## src/rtl/ilt_pkg.sv

```systemverilog
// ilt_pkg: shared constants and FSM state type for the inverter loopback tester
package ilt_pkg;
  localparam int LFSR_W = 8;
  localparam int MAX_LAT = 7;
  localparam int ERR_W = 8;
  localparam int SYNC_STAGES = 2;
  localparam int DL_DEPTH = MAX_LAT + 3;
  localparam logic [LFSR_W-1:0] LFSR_SEED = 8'hA5;
  localparam logic [LFSR_W-1:0] LFSR_TAPS = 8'h1D;
  typedef enum logic [1:0] {IDLE, SEND, DRAIN, DONE} state_t;
endpackage

```

## src/rtl/inverter_loopback_tester_if.sv

```systemverilog
// inverter_loopback_tester_if: run control, analog pins and result readout
// master drives start/len/lat_sel/expect_inv and the returned rx_in bit;
// slave (the tester) drives tx_out, busy, done, pass and err_cnt.
interface inverter_loopback_tester_if;
  logic start;
  logic [7:0] len;
  logic [2:0] lat_sel;
  logic expect_inv;
  logic rx_in;
  logic tx_out;
  logic busy;
  logic done;
  logic pass;
  logic [ilt_pkg::ERR_W-1:0] err_cnt;
  modport master (output start, len, lat_sel, expect_inv, rx_in, input tx_out, busy, done, pass, err_cnt);
  modport slave (input start, len, lat_sel, expect_inv, rx_in, output tx_out, busy, done, pass, err_cnt);
endinterface

```

## src/rtl/ilt_lfsr.sv

```systemverilog
// ilt_lfsr: Fibonacci right-shift LFSR stimulus source
// ports: clk, rst (sync), load (reseed), en (advance), tx_bit (current l[0])
module ilt_lfsr
  import ilt_pkg::*;
(
  input  logic clk,
  input  logic rst,
  input  logic load,
  input  logic en,
  output logic tx_bit
);
  logic [LFSR_W-1:0] l;
  always_ff @(posedge clk)
    if (rst || load) l <= LFSR_SEED;
    else if (en) l <= {^(l & LFSR_TAPS), l[LFSR_W-1:1]};
  assign tx_bit = l[0];
endmodule

```

## src/rtl/inverter_loopback_tester.sv

```systemverilog
// inverter_loopback_tester: drives a PRBS into the analog inverter and checks the returned bits
// ports: clk, rst (sync, active high), bus (slave side of the run/pin/result interface)
module inverter_loopback_tester
  import ilt_pkg::*;
(
  input logic clk,
  input logic rst,
  inverter_loopback_tester_if.slave bus
);
  state_t state;
  logic [7:0] cnt;
  logic [2:0] lat_q;
  logic inv_q;
  logic [SYNC_STAGES-1:0] rx_sync;
  logic [DL_DEPTH-1:0] dl_v;
  logic [DL_DEPTH-1:0] dl_b;
  logic [3:0] tap;
  logic lfsr_bit;
  logic accept;
  logic sending;
  logic miss;
  logic tx;
  logic busy;
  logic done;
  logic [ERR_W-1:0] err_cnt;
  assign accept = state == IDLE && bus.start;
  assign sending = state == SEND;
  assign tap = 4'(lat_q) + 4'd2;
  assign miss = dl_v[tap] && (rx_sync[SYNC_STAGES-1] != dl_b[tap]);
  ilt_lfsr u_lfsr (
    .clk(clk),
    .rst(rst),
    .load(accept),
    .en(sending),
    .tx_bit(lfsr_bit)
  );
  // busy is a registered copy of the run states so it rises and falls one
  // cycle after the FSM, lining up with the first tx bit and with done.
  // cnt counts transmitted bits in SEND and the drain wait in DRAIN.
  always_ff @(posedge clk)
    if (rst) begin
      state <= IDLE;
      cnt <= '0;
      lat_q <= '0;
      inv_q <= 1'b0;
      rx_sync <= '0;
      dl_v <= '0;
      dl_b <= '0;
      tx <= 1'b0;
      busy <= 1'b0;
      done <= 1'b0;
      err_cnt <= '0;
    end else begin
      rx_sync <= {rx_sync[SYNC_STAGES-2:0], bus.rx_in};
      dl_v <= {dl_v[DL_DEPTH-2:0], sending};
      dl_b <= {dl_b[DL_DEPTH-2:0], sending && (lfsr_bit ^ inv_q)};
      tx <= sending && lfsr_bit;
      busy <= sending || state == DRAIN;
      done <= accept ? 1'b0 : (state == DONE || done);
      err_cnt <= accept ? '0 : (miss && err_cnt != '1) ? err_cnt + 1'b1 : err_cnt;
      case (state)
        IDLE:
          if (bus.start) begin
            state <= bus.len == 8'd0 ? DONE : SEND;
            cnt <= bus.len;
            lat_q <= bus.lat_sel;
            inv_q <= bus.expect_inv;
          end
        SEND: begin
          state <= cnt == 8'd1 ? DRAIN : SEND;
          cnt <= cnt == 8'd1 ? {5'd0, lat_q} + 8'd1 : cnt - 8'd1;
        end
        DRAIN: begin
          state <= cnt == 8'd0 ? DONE : DRAIN;
          cnt <= cnt - 8'd1;
        end
        DONE: state <= IDLE;
      endcase
    end
  assign bus.tx_out = tx;
  assign bus.busy = busy;
  assign bus.done = done;
  assign bus.err_cnt = err_cnt;
  assign bus.pass = done && err_cnt == '0;
endmodule
```

## src/flat_wrapper.sv

```systemverilog
// flat-port wrapper written by rule: the top's interface ports become plain ports
module inverter_loopback_tester_flat import ilt_pkg::*;
  (clk, rst, bus_start, bus_len, bus_lat_sel, bus_expect_inv, bus_rx_in, bus_tx_out, bus_busy, bus_done, bus_pass, bus_err_cnt);
  inverter_loopback_tester_if bus_i ();
  input logic clk;
  input logic rst;
  input wire logic [$bits(bus_i.start)-1:0] bus_start;
  input wire logic [$bits(bus_i.len)-1:0] bus_len;
  input wire logic [$bits(bus_i.lat_sel)-1:0] bus_lat_sel;
  input wire logic [$bits(bus_i.expect_inv)-1:0] bus_expect_inv;
  input wire logic [$bits(bus_i.rx_in)-1:0] bus_rx_in;
  output wire logic [$bits(bus_i.tx_out)-1:0] bus_tx_out;
  output wire logic [$bits(bus_i.busy)-1:0] bus_busy;
  output wire logic [$bits(bus_i.done)-1:0] bus_done;
  output wire logic [$bits(bus_i.pass)-1:0] bus_pass;
  output wire logic [$bits(bus_i.err_cnt)-1:0] bus_err_cnt;
  assign bus_i.start = bus_start;
  assign bus_i.len = bus_len;
  assign bus_i.lat_sel = bus_lat_sel;
  assign bus_i.expect_inv = bus_expect_inv;
  assign bus_i.rx_in = bus_rx_in;
  assign bus_tx_out = bus_i.tx_out;
  assign bus_busy = bus_i.busy;
  assign bus_done = bus_i.done;
  assign bus_pass = bus_i.pass;
  assign bus_err_cnt = bus_i.err_cnt;
  inverter_loopback_tester u_core (.clk(clk), .rst(rst), .bus(bus_i));
endmodule
```

## config.mk

```make
export PLATFORM = sky130hd
export DESIGN_NAME = inverter_loopback_tester_flat
export DESIGN_NICKNAME = d
export VERILOG_FILES = /design/src/rtl/ilt_pkg.sv /design/src/rtl/inverter_loopback_tester_if.sv /design/src/rtl/ilt_lfsr.sv /design/src/rtl/inverter_loopback_tester.sv /design/src/flat_wrapper.sv
export SDC_FILE = /design/constraint.sdc
export NUM_CORES = 1
export LEC_CHECK = 0
export ABC_AREA = 1
export ABC_CLOCK_PERIOD_IN_PS = 1900
export CORE_AREA = 2 2 90 92
export DETAILED_ROUTE_END_ITERATION = 6
export DIE_AREA = 0 0 92 94
export PLACE_DENSITY_LB_ADDON = 0.2
export RECOVER_POWER = 50
export SKIP_LAST_GASP = 1
export SLEW_MARGIN = 20
export SYNTH_ARGS = -nofsm -noshare
export SYNTH_HDL_FRONTEND = slang
export SYNTH_SLANG_ARGS = --single-unit
```

## constraint.sdc

```tcl
create_clock -name clk -period 1.9 [get_ports clk]
set_input_delay 0.57 -clock clk [delete_from_list [all_inputs] [get_ports clk]]
set_output_delay 0.57 -clock clk [all_outputs]
set_load 0.05 [all_outputs]
```

=== Yosys cells after proc, flatten, opt, wreduce, memory -nomap -nowiden ===
Index checks and enable logic that the tools add are counted.

* Muxes and demuxes: 12
* Equal/unequal tests: 7
* Reduce and logical (&&, ||, !) cells: 18
* Add/subtract/negate cells: 4
* Order comparisons: 1
* Bitwise gates (word level): 1

{| class="wikitable"
|+ Operators with widths
! cell !! count
|-
| zero test 8 bit || 3
|-
| case mux 8 bit (3 select lines) || 1
|-
| two-way mux 8 bit || 2
|-
| adder 8 x 1 -> 8 bit (second input constant) || 1
|-
| binary-select mux 1 bit (select 4 bit) || 2
|-
| == test 8 x 1 -> 1 bit (second input constant) || 1
|-
| != test 8 bit (second input constant) || 1
|-
| case mux 2 bit (4 select lines) || 1
|-
| parity 8 bit || 1
|-
| subtractor 8 x 1 -> 8 bit (second input constant) || 1
|-
| logical AND 1 bit || 6
|-
| two-way mux 2 bit || 3
|-
| less-than comparator 4 x 5 -> 1 bit (second input constant) || 1
|-
| adder 3 x 1 -> 4 bit (second input constant) || 1
|-
| adder 3 x 2 -> 4 bit (second input constant) || 1
|-
| == test 2 bit (second input constant) || 2
|-
| AND reduction 2 bit || 2
|-
| logical OR 1 bit || 3
|-
| two-way mux 1 bit || 3
|-
| nonzero test 3 bit || 1
|-
| == test 2 x 1 -> 1 bit (second input constant) || 1
|-
| zero test 2 bit || 1
|-
| != test 2 bit (second input constant) || 1
|-
| OR reduction 2 bit || 1
|-
| other kinds (2) || 2
|}

* Word-level logic and storage cells: 55
* Register bits: 55
* Bits of input ports: 16
* Output and inout bits: 12

=== Longest topological paths before layout ===
Gate-level depths: netlist (run 1).

* Depth in word-level cells: 6
* Depth in mapped cells: 12
* Mapped depth without buffers: 12

=== By module ===
A second synthesis (run 1) with hierarchy kept.

* Cells, all modules: 369
* Area, all modules: 2691.3 µm²

{| class="wikitable"
|+ By module, submodules not included
! module !! sequential area each (µm²) !! area an instance (µm²) !! instances !! cells an instance
|-
| inverter_loopback_tester || 940.9 || 2332.2 || 1 || 320
|-
| ilt_lfsr || 160.2 || 359.1 || 1 || 49
|}

=== Least setup slack after synthesis (run 1) ===
Ideal clock, no wire load.

* Path kind: flip-flop to output port
* Start point: reg u_core.err_cnt[0] (netlist: u_core.bus.err_cnt[0])
* End point: out bus_pass
* Data arrival time: 2.336 ns
* Slack: -1.006 ns
* Path buffers: 0
* Stages on the path, launching flop included: 5
* Data required time: 1.330 ns
* Cell sequence: dfxtp_1 inv_1 ha_1 nand4_1 nor4_1

* Cells in the longest elaborated chain, start to end: 2

{| class="wikitable"
|+ Ends and longest elaborated chain
! item !! line !! RTL
|-
| start: declaration || inverter_loopback_tester.sv:25 || <nowiki>logic [ERR_W-1:0] err_cnt;</nowiki>
|-
| start signal: assignment || inverter_loopback_tester.sv:60 || <nowiki>err_cnt <= accept ? '0 : (miss && err_cnt != '1) ? err_cnt + 1'b1 : err_cnt;</nowiki>
|-
| zero test 8 bit || inverter_loopback_tester.sv:84 || <nowiki>assign bus.pass = done && err_cnt == '0;</nowiki>
|-
| logical AND 1 bit || inverter_loopback_tester.sv:84 ||
|-
| end: declaration || flat_wrapper.sv:15 || <nowiki>output wire logic [$bits(bus_i.pass)-1:0] bus_pass;</nowiki>
|}

Every way passes these cells.

=== Worst setup path in the final report (run 1) ===
* Start point: reg u_core.err_cnt[1] (netlist: u_core.bus.err_cnt[1])
* End point: out bus_pass

Same word-level chain as after synthesis.

==> results of run 1 <==
cells in the final DEF (no fill, tap or decap), types with 4 or more instances in the layout:
cell type        Yosys  routed
a21oi_1             27      27
buf_12               0       4
buf_4                0      19
clkbuf_1             6       6
clkbuf_8             0       5
clkdlybuf4s50_1      0      14
dfxtp_1             55      49
dfxtp_2              0       4
ha_1                11      10
inv_1               57      55
nand2_1             75      74
nand2_2              3       4
nand3_1             21      21
nor2_1              59      59
o211ai_1             4       4
o21ai_0             17      17
xnor2_1              6       6
xor2_1               4       4
Yosys cell counts, drive strengths merged:
| library cell | number | share of area (%) |
|---|---|---|
| buf | 3 | 0.81 |
| a21oi | 27 | 5.1 |
| xnor2 | 6 | 2.0 |
| o31ai | 1 | 0.29 |
| a221oi | 2 | 0.67 |
| nor3 | 4 | 0.76 |
| o21ai | 20 | 3.8 |
| nand4 | 3 | 0.95 |
| nor2 | 61 | 9.1 |
| inv | 60 | 8.6 |
| xor2 | 4 | 1.3 |
| o311ai | 1 | 0.33 |
| nand2 | 78 | 11 |
| ha | 11 | 5.2 |
| clkbuf | 6 | 0.86 |
| dfxtp | 55 | 42 |
| nor4 | 2 | 0.47 |
| nand3 | 24 | 5.1 |
| o211ai | 4 | 1.1 |
| a21o | 1 | 0.29 |
power by group through the flow:
stage                     clock network [W]  registers (W)  logic (W)
after floorplan                           0        0.00139   0.000668
after global placement                    0        0.00137   0.000966
after detailed placement                  0        0.00137   0.000968
after CTS                          0.000718        0.00134   0.000986
after global routing               0.000757        0.00136    0.00112
final                              0.000682        0.00134   0.000966
metrics by stage:
stage	cell area [um2]	total power, W	setup slack [ns]	cells
2_1_floorplan	2678	0.002063	0.007059	373
3_3_place_gp	3157	0.002335	0.02041	507
3_5_place_dp	3157	0.002340	-0.006820	507
4_1_cts	3282	0.003045	-0.05649	519
5_1_grt	3266	0.003231	-0.1354	519
6_report	3266	0.002990	-0.04376	519
path summary, 6_finish.rpt:
check | start | to | slack [ns] | depth (start not counted)
worst min-delay path | u_core.rx_sync[0]$_SDFF_PP0_ | u_core.rx_sync[1]$_SDFF_PP0_ | 0.42 | 2
worst max-delay path | u_core.bus.err_cnt[1]$_SDFFE_PP0P_ | bus_pass | -0.04 | 5
worst min register to register | u_core.rx_sync[0]$_SDFF_PP0_ | u_core.rx_sync[1]$_SDFF_PP0_ | 0.42 | 2
worst max register to register | u_core.bus.err_cnt[0]$_SDFFE_PP0P_ | u_core.bus.err_cnt[1]$_SDFFE_PP0P_ | 0.19 | 10
per-layer routing:
layer / up-vias / GRT usage [%] / share of wire, %
met5: - / 0 / 0
met4: 0 / 4.229 / 1.3
met3: 7 / 2.648 / 2.5
met2: 25 / 24.20 / 46
met1: 1050 / 18.44 / 50
li1: 1252 / - / -
area by class of cell:
class / count / area [um2]
clock inverter: 3 / 26.28
multi-input combinational: 249 / 1299
timing repair buffer: 45 / 400.4
sequential: 55 / 1114
tap: 102 / 127.6
clock buffer: 5 / 68.82
inverter: 60 / 230.2
fill: 842 / 4342
flip-flops by register name, summed over array words and instances (netlist names):
register and flops:
u_core.bus.busy 1, u_core.inv_q 1, u_core.dl_v 10, u_core.lat_q 3, u_core.rx_sync 2, u_core.state 2
u_core.bus.done 1, u_core.bus.tx_out 1, u_core.u_lfsr.l 8, u_core.dl_b 10, u_core.bus.err_cnt 8, u_core.cnt 8
timing repair:
item / 4_1_cts / 5_1_grt
pin swaps: 1 / 0
setup endpoints to repair: 1 / 9
endpoints found under the hold margin: 0 / 0
hold buffers: 0 / 0
setup buffers: 4 / 0
gates resized for setup: 0 / 3
worst max-delay path: cells and delay by family (launching register included):
kind          cells  cell delay [ns]
buf+inv           2             0.24
fa+ha+maj         1             0.13
simple gates      2             0.34
flops             1             0.36
cells by family (layout without fill, tap and decap cells):
kind of cell,after synthesis,in the layout,synth area share [%]
adder cells (fa/ha/maj),11,11,5.226
buffers and inverters,69,113,10.21
AND/OR/NAND/NOR,172,172,27.79
XOR/XNOR,10,10,3.325
AO/OA/AOI/OAI,56,56,11.64
flip-flops,55,55,41.81
==> metrics.txt, run 1 <==
status complete, but fails checks; failing checks negative setup slack; Peak VDD IR around 0.47 mV; final worst path period need approximately 1.9 ns; Yosys reg bits 55; Util after Layout between 40% and 50%; Max Clock Skew around 0.013 ns; initial antenna violation count 0; Slew HR 48.73%; Routed Antenna Nets 0; Yosys warning total 0; cell internal pwr approximately 0.0019 W; leakage 1.370 nW; register area share after synthesis 41.81%; mean post-synth cell area between 7 and 8 um2; vias in the first global route roughly 2,300; share of layout cells above drive strength 1 13.43%; Crit Path Max Fanout 2; Die Width between 90 and 100 um; # setup viols final 1; fmax between 500 and 600 MHz; global-route wire length before repair ~10,000 um; pin count of the biggest net entering global routing 20; worst-margin pin slew 0.7690 ns; CP Launch Type flip-flop; Logic pwr share 32.3%; Starting Density between 30% and 40%; Slew Limit Fails 0; clock latency at the later pin of the worst-skew pair between 0.3 and 0.4 ns; Total Routing Usage GR 14.24%; First-pass DRT Iterations 4; Routed wire per std cell around 11 um; sequence of cells on the critical path inv_4 > ha_4 > nand4_1 > nor4_4 > buf_12; Flop pwr share between 40% and 50%; Post-Syn Nets 400; kind of critical path reg -> out; Nets ~440; drt drc 0; clock transition at the registers of the reported paths 0.10 ns; max_cap viols 0; setup_tns -0.04376 ns; vias about 2,300; WL final approximately 5700 um; fin crit share 102.3%; CTS HTree Levels 2; I/O Buffers 27; Area growth, synth to finish 23.99%; final worst slack -0.04376 ns; Ports 28; Iteration-0 DRC Markers 102; synthesized instance count around 370; clk root buf clkbuf_8; TritonCTS Buffers 5; Clk pwr share between 20% and 30%; slowest library cell on the worst path dfxtp_4; power density cells a little over 900 nW/um2; grt ovf 0; sw power around 0.0011 W; crit-path max cell delay between 0.3 and 0.4 ns; clk buf depth 2; Ant. Diodes 0; final hold slack approximately 0.42 ns; worst min-delay path category reg -> reg; area of the core roughly 7600 um2; Setup crit end kind output port; floorplan row count 32; CP arrival between 1 and 1.5 ns; Die ar. approximately 8600 um2; WP data required about 1.3 ns; DPL Wire Length about 4300 um; Switching Share a little over a third; die height 94 um; Synth cell types 28; RSZ-0062 raised after global routing yes; Vias/cell about 4.5; Post-Synthesis Cell Area approximately 2600 um2; CTS tree yes; clk sinks 55; gpl congestion 0.7971; Final Hold Viols 0
No activity file was read; power rests on OpenSTA's default activity.
==> run 2, diff against run 1 <==
--- a/config.mk
+++ b/config.mk
@@ -8,10 +8,13 @@
 export ABC_AREA = 1
 export ABC_CLOCK_PERIOD_IN_PS = 1900
 export CORE_AREA = 2 2 90 92
+export CTS_BUF_LIST = sky130_fd_sc_hd__clkbuf_4
 export DETAILED_ROUTE_END_ITERATION = 6
 export DIE_AREA = 0 0 92 94
+export HOLD_SLACK_MARGIN = 0.08
 export PLACE_DENSITY_LB_ADDON = 0.2
 export RECOVER_POWER = 50
+export REMOVE_ABC_BUFFERS = 1
 export SKIP_LAST_GASP = 1
 export SLEW_MARGIN = 20
 export SYNTH_ARGS = -nofsm -noshare
==> metrics.txt, run 2 (same netlist as run 1, synthesis figures left out) <==
slowest library cell on the worst path dfxtp_1; Ant. Diodes 0 (unchanged); Peak VDD IR 0.3182 mV (-32%); clk buf depth 2 (unchanged); share of layout cells above drive strength 1 13.60% (+0.17 points); WP data required 1.33 ns (about the same); clock transition at the registers of the reported paths 0.17 ns (+0.07 ns); I/O Buffers 27 (unchanged); Overall Power 0.002885 W (-3.5%); CTS tree yes; DP Worst Slack 0.006870 ns (+0.01369 ns); grt ovf 0 (unchanged); Starting Density 34.62% (unchanged); CTS HTree Levels 2 (unchanged); failing checks negative setup slack; initial antenna violation count 0 (unchanged); Die ar. 8648 um2 (unchanged); clock latency at the later pin of the worst-skew pair 0.39 ns (+0.08 ns); gpl congestion 0.8398 (+5.4%); Final Hold Viols 0 (unchanged); setup_tns -0.1634 ns (-0.1196 ns); fin crit share 107.8% (+5.5 points); Slew Limit Fails 0 (unchanged); worst min-delay path category reg -> reg; hold_sp u_core.rx_sync[0]$_SDFF_PP0_; reg2reg start u_core.bus.err_cnt[1]$_SDFFE_PP0P_; clk root buf clkbuf_4; final worst path period need 2.049 ns (+0.1050 ns); R2R depth 10 (unchanged); vias in the first global route 2,194 (-4.6%); die height 94 um (unchanged); Reg2Reg Setup Slack 0.26 ns (+0.07 ns); CP Launch Type flip-flop; final hold slack 0.4272 ns (+0.002281 ns); leakage 1.372 nW (+0.13%); FF-to-FF End u_core.bus.err_cnt[1]$_SDFFE_PP0P_; area of the core 7607 um2 (unchanged); Iteration-0 DRC Markers 117 (+15%); Area growth, synth to finish 23.33%; hold path endpoint u_core.rx_sync[1]$_SDFF_PP0_; Max Clock Skew 0.01445 ns (+0.001811 ns); drt drc 0 (unchanged); RSZ-0062 raised after global routing yes; Nets 445 (+0.45%); TritonCTS Buffers 5 (unchanged); Total Routing Usage GR 13.91% (-0.33 points); worst-margin pin slew 0.8867 ns (+0.1177 ns); First-pass DRT Iterations 4 (unchanged); clk sinks 55 (unchanged); CP arrival 1.48 ns (+0.11 ns); Die Width 92 um (unchanged); Routed wire per std cell 10.66 um (-2.2%); Ports 28 (unchanged); sequence of cells on the critical path inv_1 > nand2_1 > nor4_2 > buf_4 > buf_12; crit-path max cell delay 0.40 ns (+0.04 ns); WL final 5555 um (-1.8%); DPL Wire Length 4181 um (-2.4%); Setup crit end kind output port; fmax 488.1 MHz (-5.1%); most frequent cells in the layout nand2_1 (75), nor2_1 (59), inv_1 (55), dfxtp_1 (53), a21oi_1 (27); Slew HR 40.89% (-7.8 points); global-route wire length before repair 9777 um (-2.9%); Hold Crit Depth 2 (unchanged); Crit Path Max Fanout 5 (+3); biggest regs u_core.dl_b x10, u_core.dl_v x10; Vias/cell 4.455 (-0.94%); commonest non-fill, non-tap cell in the layout nand2_1; pin count of the biggest net entering global routing 22 (+10%); status complete, but fails checks; Util after Layout 42.70% (-0.23 points); final worst slack -0.1488 ns (-0.1050 ns); power density cells 888.2 nW/um2 (-3.0%); Routed Antenna Nets 0 (unchanged); floorplan row count 32 (unchanged); vias 2,321 (-0.56%); kind of critical path reg -> out; # setup viols final 2 (+1); max_cap viols 0 (unchanged)
## run 2: how the worst max path moves through the flow
stage,startpoint,to,slack [ns],cells past startpoint
5_1_grt,u_core.bus.err_cnt[1]$_SDFFE_PP0P_,bus_pass,-0.29,6
3_5_place_dp,bus_start,u_core.cnt[1]$_SDFFE_PP0P_,0.007,7
3_3_place_gp,bus_start,u_core.cnt[0]$_SDFFE_PP0P_,0.02,7
6_report,u_core.bus.err_cnt[3]$_SDFFE_PP0P_,bus_pass,-0.15,5
4_1_cts,u_core.bus.err_cnt[1]$_SDFFE_PP0P_,bus_pass,-0.24,6
2_1_floorplan,u_core.bus.err_cnt[0]$_SDFFE_PP0P_,bus_pass,-1.01,4
## run 2: layout make-up
type | instances | area [um2]
well taps | 102 | 127.6
flip-flops and latches | 55 | 1104
inverters | 60 | 225.2
repair buffers | 47 | 426.7
fillers | 825 | 4359
clock buffers | 5 | 37.54
clock inverters | 3 | 27.53
multi-input cells | 249 | 1300
## run 2: metrics by stage
stage	instance area (um2)	instances
after floorplan	2590	364
after global placement	3148	510
after detailed placement	3148	510
after CTS	3257	521
after global routing	3248	521
final	3248	521
## run 2: report_power, final
| group | total, W | internal (W) | switching (W) |
|---|---|---|---|
| registers | 0.00134 | 0.00126 | 0.0000729 |
| clock network | 0.000565 | 0.000159 | 0.000406 |
| logic | 0.000984 | 0.000392 | 0.000592 |
## run 2: repair_timing
item	in CTS	in global routing
pin swaps	3	1
gates resized for setup	7	2
hold endpoints to repair	0	0
hold buffers	0	0
endpoints found under the setup margin	1	8
buffers inserted	3	0
## run 2: critical path, delay by kind of cell (launching register included)
family        cells  cell delay (ns)
flops             1             0.40
simple gates      2             0.29
buf+inv           3             0.40
## run 2: layer usage
layer  vias to the layer above  routed length [um]  track usage (%)
met5                         -                   0                0
li1                       1260                   -                -
met4                         0                  53            3.731
met1                      1023                2812            18.83
met2                        34                2499            22.61
met3                         4                 188            2.889
==> run 3, diff against run 2 <==
--- a/config.mk
+++ b/config.mk
@@ -11,7 +11,7 @@
 export CTS_BUF_LIST = sky130_fd_sc_hd__clkbuf_4
 export DETAILED_ROUTE_END_ITERATION = 6
 export DIE_AREA = 0 0 92 94
-export HOLD_SLACK_MARGIN = 0.08
+export HOLD_SLACK_MARGIN = 0.06
 export PLACE_DENSITY_LB_ADDON = 0.2
 export RECOVER_POWER = 50
 export REMOVE_ABC_BUFFERS = 1
==> results of run 3 <==
Final layout, timing and power as in run 2 (identical DEF).
